**src/rtl/unisnano_pkg.sv**
```systemverilog
`default_nettype none
// +----------------------------------------------------------------------------+
// | Module      : unisnano_pkg                                                 |
// | Description : Shared types and constants for the UART menu client and the  |
// |               on-chip menu responder it talks to.                          |
// | Revision    : 1.0 - initial release                                        |
// +----------------------------------------------------------------------------+
package unisnano_pkg;

  // Client sequencing states
  typedef enum logic [1:0] {
    ST_IDLE    = 2'd0,
    ST_SEND    = 2'd1,
    ST_WAIT_TX = 2'd2,
    ST_COLLECT = 2'd3
  } client_state_e;

  // Range of command characters the responder understands ('1'..'5')
  localparam logic [7:0] CMD_FIRST = 8'h31;
  localparam logic [7:0] CMD_LAST  = 8'h35;

  // Menu sections selected by each command character (shared with responder)
  localparam logic [7:0] MENU_SEC_LED    = 8'h31;
  localparam logic [7:0] MENU_SEC_SWITCH = 8'h32;
  localparam logic [7:0] MENU_SEC_TIMER  = 8'h33;
  localparam logic [7:0] MENU_SEC_MEMORY = 8'h34;
  localparam logic [7:0] MENU_SEC_STATUS = 8'h35;

  // True when the character selects one of the menu sections
  function automatic logic is_menu_cmd(input logic [7:0] c);
    return (c >= CMD_FIRST) && (c <= CMD_LAST);
  endfunction

endpackage : unisnano_pkg
`default_nettype wire

```
**src/rtl/uart_menu_client_resp_fifo.sv**
```systemverilog
`default_nettype none
// +----------------------------------------------------------------------------+
// | Module      : resp_fifo                                                    |
// | Description : Synchronous byte FIFO with clear, push, pop, occupancy count |
// |               and full/empty flags. Occupancy is held in a count register;|
// |               a push while full only lands if a pop frees a slot.          |
// | Revision    : 1.0 - initial release                                        |
// +----------------------------------------------------------------------------+
module resp_fifo #(
  parameter int DEPTH = 64
) (
  input  logic                       clk,
  input  logic                       rst_n,
  input  logic                       clear,
  input  logic                       push,
  input  logic [7:0]                 push_data,
  input  logic                       pop,
  output logic [7:0]                 head_data,
  output logic [$clog2(DEPTH):0]     count,
  output logic                       full,
  output logic                       empty
);

  localparam int                c_AW        = $clog2(DEPTH);
  localparam logic [c_AW:0]     c_DEPTH_CNT = (c_AW + 1)'(DEPTH);

  logic [7:0]      r_mem [DEPTH];
  logic [c_AW-1:0] r_wr_ptr;
  logic [c_AW-1:0] r_rd_ptr;
  logic [c_AW:0]   r_count;
  logic            w_pop_en;
  logic            w_push_en;

  assign full      = (r_count == c_DEPTH_CNT);
  assign empty     = (r_count == '0);
  assign count     = r_count;
  assign head_data = r_mem[r_rd_ptr];

  // Clear wins over everything; a full FIFO accepts a push only alongside a pop
  assign w_pop_en  = pop & ~empty & ~clear;
  assign w_push_en = push & ~clear & (~full | w_pop_en);

  // Storage array, written on accepted pushes only
  always_ff @(posedge clk) begin
    if (w_push_en) begin
      r_mem[r_wr_ptr] <= push_data;
    end
  end

  // Pointers wrap naturally at DEPTH; count tracks occupancy
  always_ff @(posedge clk or negedge rst_n) begin
    if (!rst_n) begin
      r_wr_ptr <= '0;
      r_rd_ptr <= '0;
      r_count  <= '0;
    end else if (clear) begin
      r_wr_ptr <= '0;
      r_rd_ptr <= '0;
      r_count  <= '0;
    end else begin
      if (w_push_en) begin
        r_wr_ptr <= r_wr_ptr + c_AW'(1);
      end
      if (w_pop_en) begin
        r_rd_ptr <= r_rd_ptr + c_AW'(1);
      end
      case ({w_push_en, w_pop_en})
        2'b10:   r_count <= r_count + (c_AW + 1)'(1);
        2'b01:   r_count <= r_count - (c_AW + 1)'(1);
        default: r_count <= r_count;
      endcase
    end
  end

endmodule : resp_fifo
`default_nettype wire

```
**src/rtl/uart_menu_client.sv**
```systemverilog
`default_nettype none
// +----------------------------------------------------------------------------+
// | Module      : uart_menu_client                                             |
// | Description : Sends one command character through a uart_tx-style byte    |
// |               interface, then captures the responder's reply bytes into a |
// |               FIFO until the line stays quiet for QUIET_CYCLES.            |
// |               Optional macro UART_MENU_CLIENT_CMD_FILTER_EN restricts      |
// |               commands to '1'..'5'; others are consumed with a timeout.    |
// | Revision    : 1.0 - initial release                                        |
// +----------------------------------------------------------------------------+
module uart_menu_client
  import unisnano_pkg::*;
#(
  parameter int QUIET_CYCLES = 100000,
  parameter int TX_TIMEOUT   = 100000000,
  parameter int RESP_DEPTH   = 64
) (
  input  logic                          clk,
  input  logic                          rst_n,
  input  logic                          cmd_valid,
  input  logic [7:0]                    cmd_data,
  output logic                          cmd_ready,
  output logic                          tx_start,
  output logic [7:0]                    tx_data,
  input  logic                          tx_done_tick,
  input  logic                          rx_done_tick,
  input  logic [7:0]                    rx_data,
  output logic                          rsp_valid,
  output logic [7:0]                    rsp_data,
  input  logic                          rsp_ready,
  output logic [$clog2(RESP_DEPTH):0]   rsp_count,
  output logic                          done,
  output logic                          timeout,
  output logic                          overflow,
  output logic                          busy
);

  localparam int c_CYC_W   = $clog2(TX_TIMEOUT + 1);
  localparam int c_QUIET_W = $clog2(QUIET_CYCLES + 1);
  localparam int c_CAP_W   = 16;

  localparam logic [c_CYC_W-1:0]   c_TX_LIMIT    = c_CYC_W'(TX_TIMEOUT);
  localparam logic [c_QUIET_W-1:0] c_QUIET_LIMIT = c_QUIET_W'(QUIET_CYCLES);

  client_state_e        r_state;
  client_state_e        w_state_next;
  logic [7:0]           r_tx_data;
  logic                 r_overflow;
  logic [c_CYC_W-1:0]   r_cyc_cnt;
  logic [c_QUIET_W-1:0] r_quiet_cnt;
  logic [c_CAP_W-1:0]   r_cap_cnt;

  logic                 w_cmd_ok;
  logic                 w_accept;
  logic                 w_push;
  logic                 w_drop;
  logic                 w_fifo_full;
  logic                 w_fifo_empty;
  logic [c_CYC_W-1:0]   w_cyc_inc;
  logic [c_QUIET_W-1:0] w_quiet_inc;
  logic                 w_tx_expire;
  logic                 w_quiet_expire;
  logic                 w_has_bytes;

`ifdef UART_MENU_CLIENT_CMD_FILTER_EN
  assign w_cmd_ok = is_menu_cmd(cmd_data);
`else
  assign w_cmd_ok = 1'b1;
`endif

  // A rejected command is still consumed in IDLE but never starts a transfer
  assign w_accept = (r_state == ST_IDLE) & cmd_valid & w_cmd_ok;

  // Capture window spans SEND through COLLECT; IDLE ignores the receiver
  assign w_push = (r_state != ST_IDLE) & rx_done_tick;
  // A simultaneous pop frees the slot, so only a pop-less push at full is lost
  assign w_drop = w_push & w_fifo_full & ~rsp_ready;

  // Saturating increments so long waits never wrap back to a small value
  assign w_cyc_inc   = (r_cyc_cnt == '1)   ? r_cyc_cnt   : r_cyc_cnt + c_CYC_W'(1);
  assign w_quiet_inc = (r_quiet_cnt == '1) ? r_quiet_cnt : r_quiet_cnt + c_QUIET_W'(1);

  assign w_tx_expire    = ~tx_done_tick & (w_cyc_inc >= c_TX_LIMIT);
  assign w_quiet_expire = ~rx_done_tick & (w_quiet_inc >= c_QUIET_LIMIT);
  assign w_has_bytes    = (r_cap_cnt != '0);

  assign tx_data   = r_tx_data;
  assign overflow  = r_overflow;
  assign rsp_valid = ~w_fifo_empty;

  resp_fifo #(
    .DEPTH (RESP_DEPTH)
  ) u_resp_fifo (
    .clk       (clk),
    .rst_n     (rst_n),
    .clear     (w_accept),
    .push      (w_push),
    .push_data (rx_data),
    .pop       (rsp_ready),
    .head_data (rsp_data),
    .count     (rsp_count),
    .full      (w_fifo_full),
    .empty     (w_fifo_empty)
  );

  // State register
  always_ff @(posedge clk or negedge rst_n) begin
    if (!rst_n) begin
      r_state <= ST_IDLE;
    end else begin
      r_state <= w_state_next;
    end
  end

  // Next-state logic
  always_comb begin
    w_state_next = r_state;
    case (r_state)
      ST_IDLE:    if (w_accept) w_state_next = ST_SEND;
      ST_SEND:    w_state_next = ST_WAIT_TX;
      ST_WAIT_TX: begin
        if (tx_done_tick) begin
          w_state_next = ST_COLLECT;
        end else if (w_tx_expire) begin
          w_state_next = ST_IDLE;
        end
      end
      ST_COLLECT: if (w_quiet_expire) w_state_next = ST_IDLE;
      default:    w_state_next = ST_IDLE;
    endcase
  end

  // Handshake and pulse outputs; done/timeout fire in the last non-IDLE cycle
  always_comb begin
    cmd_ready = (r_state == ST_IDLE);
    busy      = (r_state != ST_IDLE);
    tx_start  = (r_state == ST_SEND);
    done      = 1'b0;
    timeout   = 1'b0;
    case (r_state)
      ST_IDLE:    timeout = cmd_valid & ~w_cmd_ok;
      ST_WAIT_TX: timeout = w_tx_expire;
      ST_COLLECT: begin
        done    = w_quiet_expire & w_has_bytes;
        timeout = w_quiet_expire & ~w_has_bytes;
      end
      default: ;
    endcase
  end

  // Command latch, sticky overflow and captured-byte count
  always_ff @(posedge clk or negedge rst_n) begin
    if (!rst_n) begin
      r_tx_data  <= '0;
      r_overflow <= 1'b0;
      r_cap_cnt  <= '0;
    end else if (w_accept) begin
      r_tx_data  <= cmd_data;
      r_overflow <= 1'b0;
      r_cap_cnt  <= '0;
    end else begin
      if (w_drop) begin
        r_overflow <= 1'b1;
      end
      if (w_push && (r_cap_cnt != '1)) begin
        r_cap_cnt <= r_cap_cnt + c_CAP_W'(1);
      end
    end
  end

  // Transmit-wait and line-quiet counters
  always_ff @(posedge clk or negedge rst_n) begin
    if (!rst_n) begin
      r_cyc_cnt   <= '0;
      r_quiet_cnt <= '0;
    end else begin
      case (r_state)
        ST_SEND:    r_cyc_cnt <= '0;
        ST_WAIT_TX: begin
          r_cyc_cnt <= w_cyc_inc;
          if (tx_done_tick) begin
            r_quiet_cnt <= '0;
          end
        end
        ST_COLLECT: r_quiet_cnt <= rx_done_tick ? '0 : w_quiet_inc;
        default: ;
      endcase
    end
  end

endmodule : uart_menu_client
`default_nettype wire

```
**config.mk**
```make
export PLATFORM = sky130hd
export DESIGN_NAME = uart_menu_client
export DESIGN_NICKNAME = d
export VERILOG_FILES = /design/src/rtl/unisnano_pkg.sv /design/src/rtl/uart_menu_client_resp_fifo.sv /design/src/rtl/uart_menu_client.sv
export SDC_FILE = /design/constraint.sdc
export NUM_CORES = 1
export LEC_CHECK = 0
export CAP_MARGIN = 10
export CORE_ASPECT_RATIO = 0.6
export CORE_MARGIN = 4
export CORE_UTILIZATION = 25
export DETAILED_ROUTE_END_ITERATION = 7
export SYNTH_ARGS = -nofsm -noshare
export SYNTH_HDL_FRONTEND = slang
export SYNTH_SLANG_ARGS = --single-unit
```
**constraint.sdc**
```tcl
create_clock -name clk -period 5.2 [get_ports clk]
set_input_delay 1.04 -clock clk [delete_from_list [all_inputs] [get_ports clk]]
set_output_delay 1.04 -clock clk [all_outputs]
set_load 0.02 [all_outputs]
```
After elaboration in Yosys (flattened, before gate mapping)

Memories as Yosys holds them, arrays and structs flattened.
Cells that the tools add are included.

Register bits after elaboration: 90
RAM bits: 512
Input port bits: 22
Word-level logic and storage cells: 91
Memories kept: 1

Memories:

| memory            | depth | width | read ports | clocked after memory_dff | wr ports | line                             | RTL |
|---|---|---|---|---|---|---|---|
| u_resp_fifo.r_mem | 64    | 8     | 1          | 0                        | 1        | uart_menu_client_resp_fifo.sv:27 | `logic [7:0] r_mem [DEPTH];` |

Add/subtract/negate cells: 7
Order comparisons: 2
Equality and inequality tests: 13
Muxes and demuxes: 25
Bitwise logic cells: 20
Reduce and logical (&&, ||, !) cells: 14

Operators by type and width:

| kind                                                             | number |
|---|---|
| 27-bit case mux with 2 select lines                              | 1 |
| 17-bit two-way mux                                               | 3 |
| 17-bit case mux with 2 select lines                              | 1 |
| 16-bit two-way mux                                               | 2 |
| 27-bit by 1-bit adder with 27-bit output (second input constant) | 1 |
| 27-bit equality test (second input constant)                     | 1 |
| 27-bit greater-or-equal comparator (second input constant)       | 1 |
| 27-bit two-way mux                                               | 1 |
| 6-bit two-way mux                                                | 4 |
| 17-bit by 1-bit adder with 17-bit output (second input constant) | 1 |
| 17-bit equality test (second input constant)                     | 1 |
| 17-bit greater-or-equal comparator (second input constant)       | 1 |
| 16-bit by 1-bit adder with 16-bit output (second input constant) | 1 |
| 16-bit != test (second input constant)                           | 1 |
| 16-bit nonzero test                                              | 1 |
| 7-bit case mux with 2 select lines                               | 1 |
| 2-bit nonzero test                                               | 7 |
| 6-bit by 1-bit adder with 6-bit output (second input constant)   | 2 |
| 1-bit bitwise AND                                                | 12 |
| 2-bit two-way mux                                                | 4 |
| 2-bit case mux with 4 select lines                               | 1 |
| 7-bit by 1-bit adder with 7-bit output (second input constant)   | 1 |
| 7-bit equality test (second input constant)                      | 1 |
| 7-bit logical NOT                                                | 1 |
| 16 further kinds                                                 | 30 |

Longest topological paths before layout

Word-level depth: 9
Mapped depth: 16

Hierarchy

From an unflattened synthesis, not the netlist that was laid out.

Cell total of the unflattened synthesis: 1,600
Area, all modules: 25,598.3 um2

By module, submodules not included:

| module           | times used | cells each | area an instance (um2) |
|---|---|---|---|
| resp_fifo        | 1          | 1,089      | 21,106.5 |
| uart_menu_client | 1          | 511        | 4,491.8 |

Least setup slack after synthesis

No wires, ideal clock.

Kind: in2reg
Start point: in cmd_valid
End point: reg u_resp_fifo.r_count[6] (netlist: u_resp_fifo.count[6])
Library setup time: 0.078 ns
Arrival: 3.615 ns
Required time: 5.122 ns
Setup slack: 1.507 ns
Stages on the path: 13
Buffers on the path: 2
Cells stage by stage: and2_1 -> clkbuf_1 -> clkbuf_1 -> nor2b_1 -> ha_1 -> fa_1 -> a21o_1 -> a21oi_1 -> o21bai_1 -> a21oi_1 -> xor2_1 -> or3_1 -> a21oi_1

Cells in the longest elaborated chain, start to end: 8

Ends and longest elaborated chain:

| element                                                                               | line                                                               | RTL |
|---|---|---|
| from (decl)                                                                           | uart_menu_client.sv:20                                             | `input logic cmd_valid,` |
| 1-bit bitwise AND (*)                                                                 | uart_menu_client.sv:72                                             | `assign w_accept = (r_state == ST_IDLE) & cmd_valid & w_cmd_ok;` |
| 1-bit inverter                                                                        | uart_menu_client_resp_fifo.sv:40, uart_menu_client_resp_fifo.sv:41 |  |
| 1-bit bitwise AND                                                                     | uart_menu_client_resp_fifo.sv:40                                   | `assign w_pop_en = pop & ~empty & ~clear;` |
| 1-bit OR                                                                              | uart_menu_client_resp_fifo.sv:41                                   | `assign w_push_en = push & ~clear & (~full \| w_pop_en);` |
| 1-bit bitwise AND                                                                     | uart_menu_client_resp_fifo.sv:41                                   |  |
| 2-bit by 1-bit equality test with 1-bit output or 2-bit equality test (tied branches) | uart_menu_client_resp_fifo.sv:67                                   | `case ({w_push_en, w_pop_en})` |
| 7-bit case mux with 2 select lines                                                    | uart_menu_client_resp_fifo.sv:67                                   |  |
| 7-bit two-way mux                                                                     | uart_menu_client_resp_fifo.sv:56                                   | `end else if (clear) begin` |
| to (signal assigned)                                                                  | uart_menu_client_resp_fifo.sv:68                                   | `2'b10: r_count <= r_count + (c_AW + 1)'(1);` |
| to (signal assigned)                                                                  | uart_menu_client_resp_fifo.sv:69                                   | `2'b01: r_count <= r_count - (c_AW + 1)'(1);` |
| to (signal assigned)                                                                  | uart_menu_client_resp_fifo.sv:70                                   | `default: r_count <= r_count;` |
| to (decl)                                                                             | uart_menu_client_resp_fifo.sv:30                                   | `logic [c_AW:0] r_count;` |

Mark *: on every way between the ends. The rest lies on a longest branch, timed or not.
A chain may end at the register's enable or synchronous reset.

Final worst setup path

Start point: reg r_cyc_cnt[10]
End point: out timeout

Cells in the longest elaborated chain, start to end: 5

Ends and longest elaborated chain:

| element                                                                          | line                    | RTL |
|---|---|---|
| from (decl)                                                                      | uart_menu_client.sv:49  | `logic [c_CYC_W-1:0] r_cyc_cnt;` |
| from (signal assigned)                                                           | uart_menu_client.sv:180 | `r_cyc_cnt <= w_cyc_inc;` |
| 27-bit by 1-bit adder with 27-bit output or 27-bit equality test (tied branches) | uart_menu_client.sv:80  | `assign w_cyc_inc = (r_cyc_cnt == '1) ? r_cyc_cnt : r_cyc_cnt + c_CYC_W'(1);` |
| 27-bit two-way mux (*)                                                           | uart_menu_client.sv:80  |  |
| 27-bit greater-or-equal comparator (*)                                           | uart_menu_client.sv:83  | `assign w_tx_expire = ~tx_done_tick & (w_cyc_inc >= c_TX_LIMIT);` |
| 1-bit bitwise AND (*)                                                            | uart_menu_client.sv:83  |  |
| 1-bit case mux with 2 select lines (*)                                           | uart_menu_client.sv:140 | `case (r_state)` |
| to (decl)                                                                        | uart_menu_client.sv:33  | `output logic timeout,` |

Marks and branches as above.

==> impl_summary.log <==
[metrics] DPL Wire Length: 39500 µm
[metrics] setup repair after global routing missed its margin: false
[metrics] overall power: 13.8 mW
[metrics] area delta synth->final: 16.3%
[metrics] top fanout value on the critical path: 10
[metrics] number of placed cells counting well taps: 2840
[metrics] clock-pin transition on the worst setup and hold timing paths: 70 ps
[metrics] reg2reg setup slack: between 1500 and 2000 ps
[metrics] number of CTS-inserted buffers: 56
[metrics] setup TNS: 0 ps
[metrics] WP data required: approximately 4200 ps
[metrics] share of flip-flops with an asynchronous set or reset: 15.0%
[metrics] Achievable Freq: 0.202 GHz
[metrics] Slowest Stage Delay on Critical Path: 630 ps
[metrics] Filler Cells Inserted: approximately 9800
[metrics] Setup Buffers After CTS: 0
[metrics] fin util: between 20 and 30%
[metrics] num ports: 52
[metrics] most frequent cell after synthesis: edfxtp_1
[metrics] max cap viols: 0
[metrics] worst slack after detailed placement: 783 ps
[metrics] Clk Tree Root Cell: clkbuf_16
[metrics] Synth area leader: edfxtp_1
[metrics] count of flip-flops with a built-in enable after synthesis: roughly 510
[metrics] buffer and inverter count on the worst path: 1
[metrics] Register Area: 17600 µm²
[metrics] leakage dissipation: 9.41 nW
[metrics] Crit Reg-Reg Startpoint: u_resp_fifo.count[3]
[metrics] crit path kind: reg -> out
[metrics] number of distinct library cell variants in the gate-level netlist after synthesis: 65
[metrics] pin count of the biggest net entering global routing: 65
[metrics] number of nets still failing antenna checks after routing: 0
[metrics] launching instance or port of the critical path: r_cyc_cnt[10]
[metrics] number of buffers on the longest clock path: 3
[metrics] Synthesized Nets: approximately 1500
[metrics] yosys warns: 0
[metrics] GRT Residual Overflow: 0
[metrics] Area contributors post-synth: edfxtp_1 61%, mux4_2 15%, dfrtp_1 8.9%
[metrics] skew final: ~22 ps
[metrics] endpoint of the worst register-to-register path: u_resp_fifo.count[6]
[metrics] detailed-route via count: 14100
[metrics] Post-synth top cells: 512 x edfxtp_1, 168 x mux4_2, 132 x nor2_1, 90 x dfrtp_1, 61 x nand2_1
[metrics] area of the core region: 101000 µm²
[metrics] depth of the worst register-to-register path: 15
[metrics] final hold slack: 479 ps
[metrics] outcome: complete, no violations
[metrics] flip-flop and latch count after synthesis: 602
[metrics] final design area excluding fillers: 29500 µm²
[metrics] Avg Inst Size Synth: around 17 µm²
[metrics] class of the tightest hold or removal check: in -> async
[metrics] non-filler instance count after layout: just under 3000
[metrics] Initial Utilization: 25.2%
[metrics] count of endpoints failing setup in the final report: 0
[metrics] fraction of layout instances using a drive strength above 1: 21.9%
[metrics] relative slew slack: 22.3%
[metrics] clock sinks: 602
[metrics] critical path endpoint category: output pin
[metrics] portion of the post-synthesis area used by sequential elements: 69.5%
[metrics] crit path cell chain: nand4_2 -> or3_1 -> o31ai_4 -> o21ai_0 -> o2111ai_1 -> o21a_1 -> a21oi_1 -> o22ai_1 -> clkdlybuf4s50_1
[metrics] critical path depth in cells: 9
[metrics] proportion of netlist area held by the largest area contributor: 60.6%
[metrics] prevailing post-synth register cell: edfxtp_1
[metrics] DRC violation count after routing: 0
[metrics] Clk Latency, worst-skew pair: 620 ps
[metrics] detail-routed net length per standard cell: 20.5 µm
[metrics] total area of multi-input combinational cells: 7270 µm²
[metrics] slack of the critical path: 257 ps
[metrics] count of hold-fix buffers inserted at cts: 0
[metrics] final routed wirelength across all metal layers: 60300 µm
[metrics] First DRT Iteration DRCs: 1684
[metrics] mapped cell area: 25400 µm²
[metrics] Hold Violations, Final: 0
[metrics] Post-Syn Instances: 1472
[metrics] last weighted congestion value of the routability-driven placer: 0.833
[metrics] first-pass GRT wire length: 89900 µm
[metrics] total global routing track utilization: ~11%
[metrics] number of rows in the core area: 90
[metrics] instance area after placement: around 28000 µm²
[metrics] Die Ht: 255 µm
[metrics] minimum clock period after layout: 4940 ps
[metrics] die outline width: ~420 µm
[metrics] startpoint type of the worst setup path: flop
[metrics] final max-slew violation count: 0
[metrics] post-cts resize count: 0
[metrics] via density per instance: just under 5
[metrics] critical path's top delay family: compound AO/OA/AOI/OAI gates
[metrics] ratio of total power to cell area: 467 nW/µm²
[metrics] Tightest Pin Transition: 1170 ps
[metrics] antenna violations before repair: 2
[metrics] worst voltage drop across the vdd grid: 0.267 mV
[metrics] Critical-path top delay cell: clkdlybuf4s50_1
[metrics] count of buffers inserted at the top-level ports: 51
[metrics] TritonCTS clock tree: built
[metrics] Die Footprint: approximately 110000 µm²
[metrics] portion of the clock cycle consumed by the worst path in the final layout: 95.0%
[metrics] number of global-route vias before repair: 13400
[metrics] NumNets Final: 1606
[metrics] first-pass iteration count of the detailed router: 5
[metrics] data arrival at the endpoint of the critical path: 3900 ps
[metrics] H-tree level count: 2
## area by class of cell
class	instances	area share (%)
Antenna cell	1	0.00848
Clock buffer	70	4.96
Clock inverter	31	0.822
Inverter	42	0.534
Multi-Input combinational cell	748	24.6
Sequential cell	602	59.7
Tap cell	1334	5.65
Timing Repair Buffer	117	3.65
## power breakdown
group | internal (mW) | total [mW] | switching, mW
registers | 5.50 | 5.82 | 0.321
logic | 1.96 | 4.08 | 2.12
clock network | 2.10 | 3.90 | 1.80
total | 9.55 | 13.8 | 4.24
## cell families after synthesis
family / Yosys count / share of synthesized area [%]
DFF: 602 / 69.5
and+or+nand+nor: 334 / 6.46
AOI/OAI and AO/OA: 177 / 4.42
xor gates and xnor gates: 31 / 1.07
muxes: 189 / 15.8
buffers and inverters: 122 / 1.92
adders and majority gates: 17 / 0.868
## worst max-delay path by stage
stage	end	slack (ps)
6_report	timeout	260
5_1_grt	timeout	80
4_1_cts	rsp_data[4]	180
3_5_place_dp	u_resp_fifo.count[6]	780
3_3_place_gp	u_resp_fifo.count[6]	770
2_1_floorplan	u_resp_fifo.count[6]	1510
## layer usage
metal	share of wire, %	up-vias	GRT usage, %
li1	-	6058	-
met1	48	7416	17.8
met2	40	585	14.9
met3	9.5	83	2.56
met4	2.0	0	2.65
met5	0	-	0
## registers in the layout, summed over array words and instances, names as in the netlist, 6 cells and up
register	cells
u_resp_fifo.r_mem	512
r_cyc_cnt	27
r_quiet_cnt	17
r_cap_cnt	16
tx_data	8
u_resp_fifo.count	7
u_resp_fifo.r_rd_ptr	6
u_resp_fifo.r_wr_ptr	6
## layout by cell type, fill, tap and decap left out, types with 13 or more instances in the layout
| cell | instances |
|---|---|
| xnor2_1 | 15 |
| a21oi_1 | 45 |
| ha_1 | 16 |
| clkdlybuf4s50_1 | 42 |
| edfxtp_1 | 512 |
| o22ai_1 | 15 |
| clkbuf_16 | 56 |
| nor2_1 | 132 |
| nand3_1 | 26 |
| mux4_2 | 168 |
| nand2_1 | 61 |
| nand4_1 | 18 |
| xor2_1 | 16 |
| inv_1 | 42 |
| clkinv_1 | 14 |
| dfrtp_1 | 87 |
| nor3_1 | 15 |
| clkbuf_1 | 13 |
| buf_4 | 58 |
| o21ai_0 | 52 |
No activity file was read; power rests on OpenSTA's default activity.
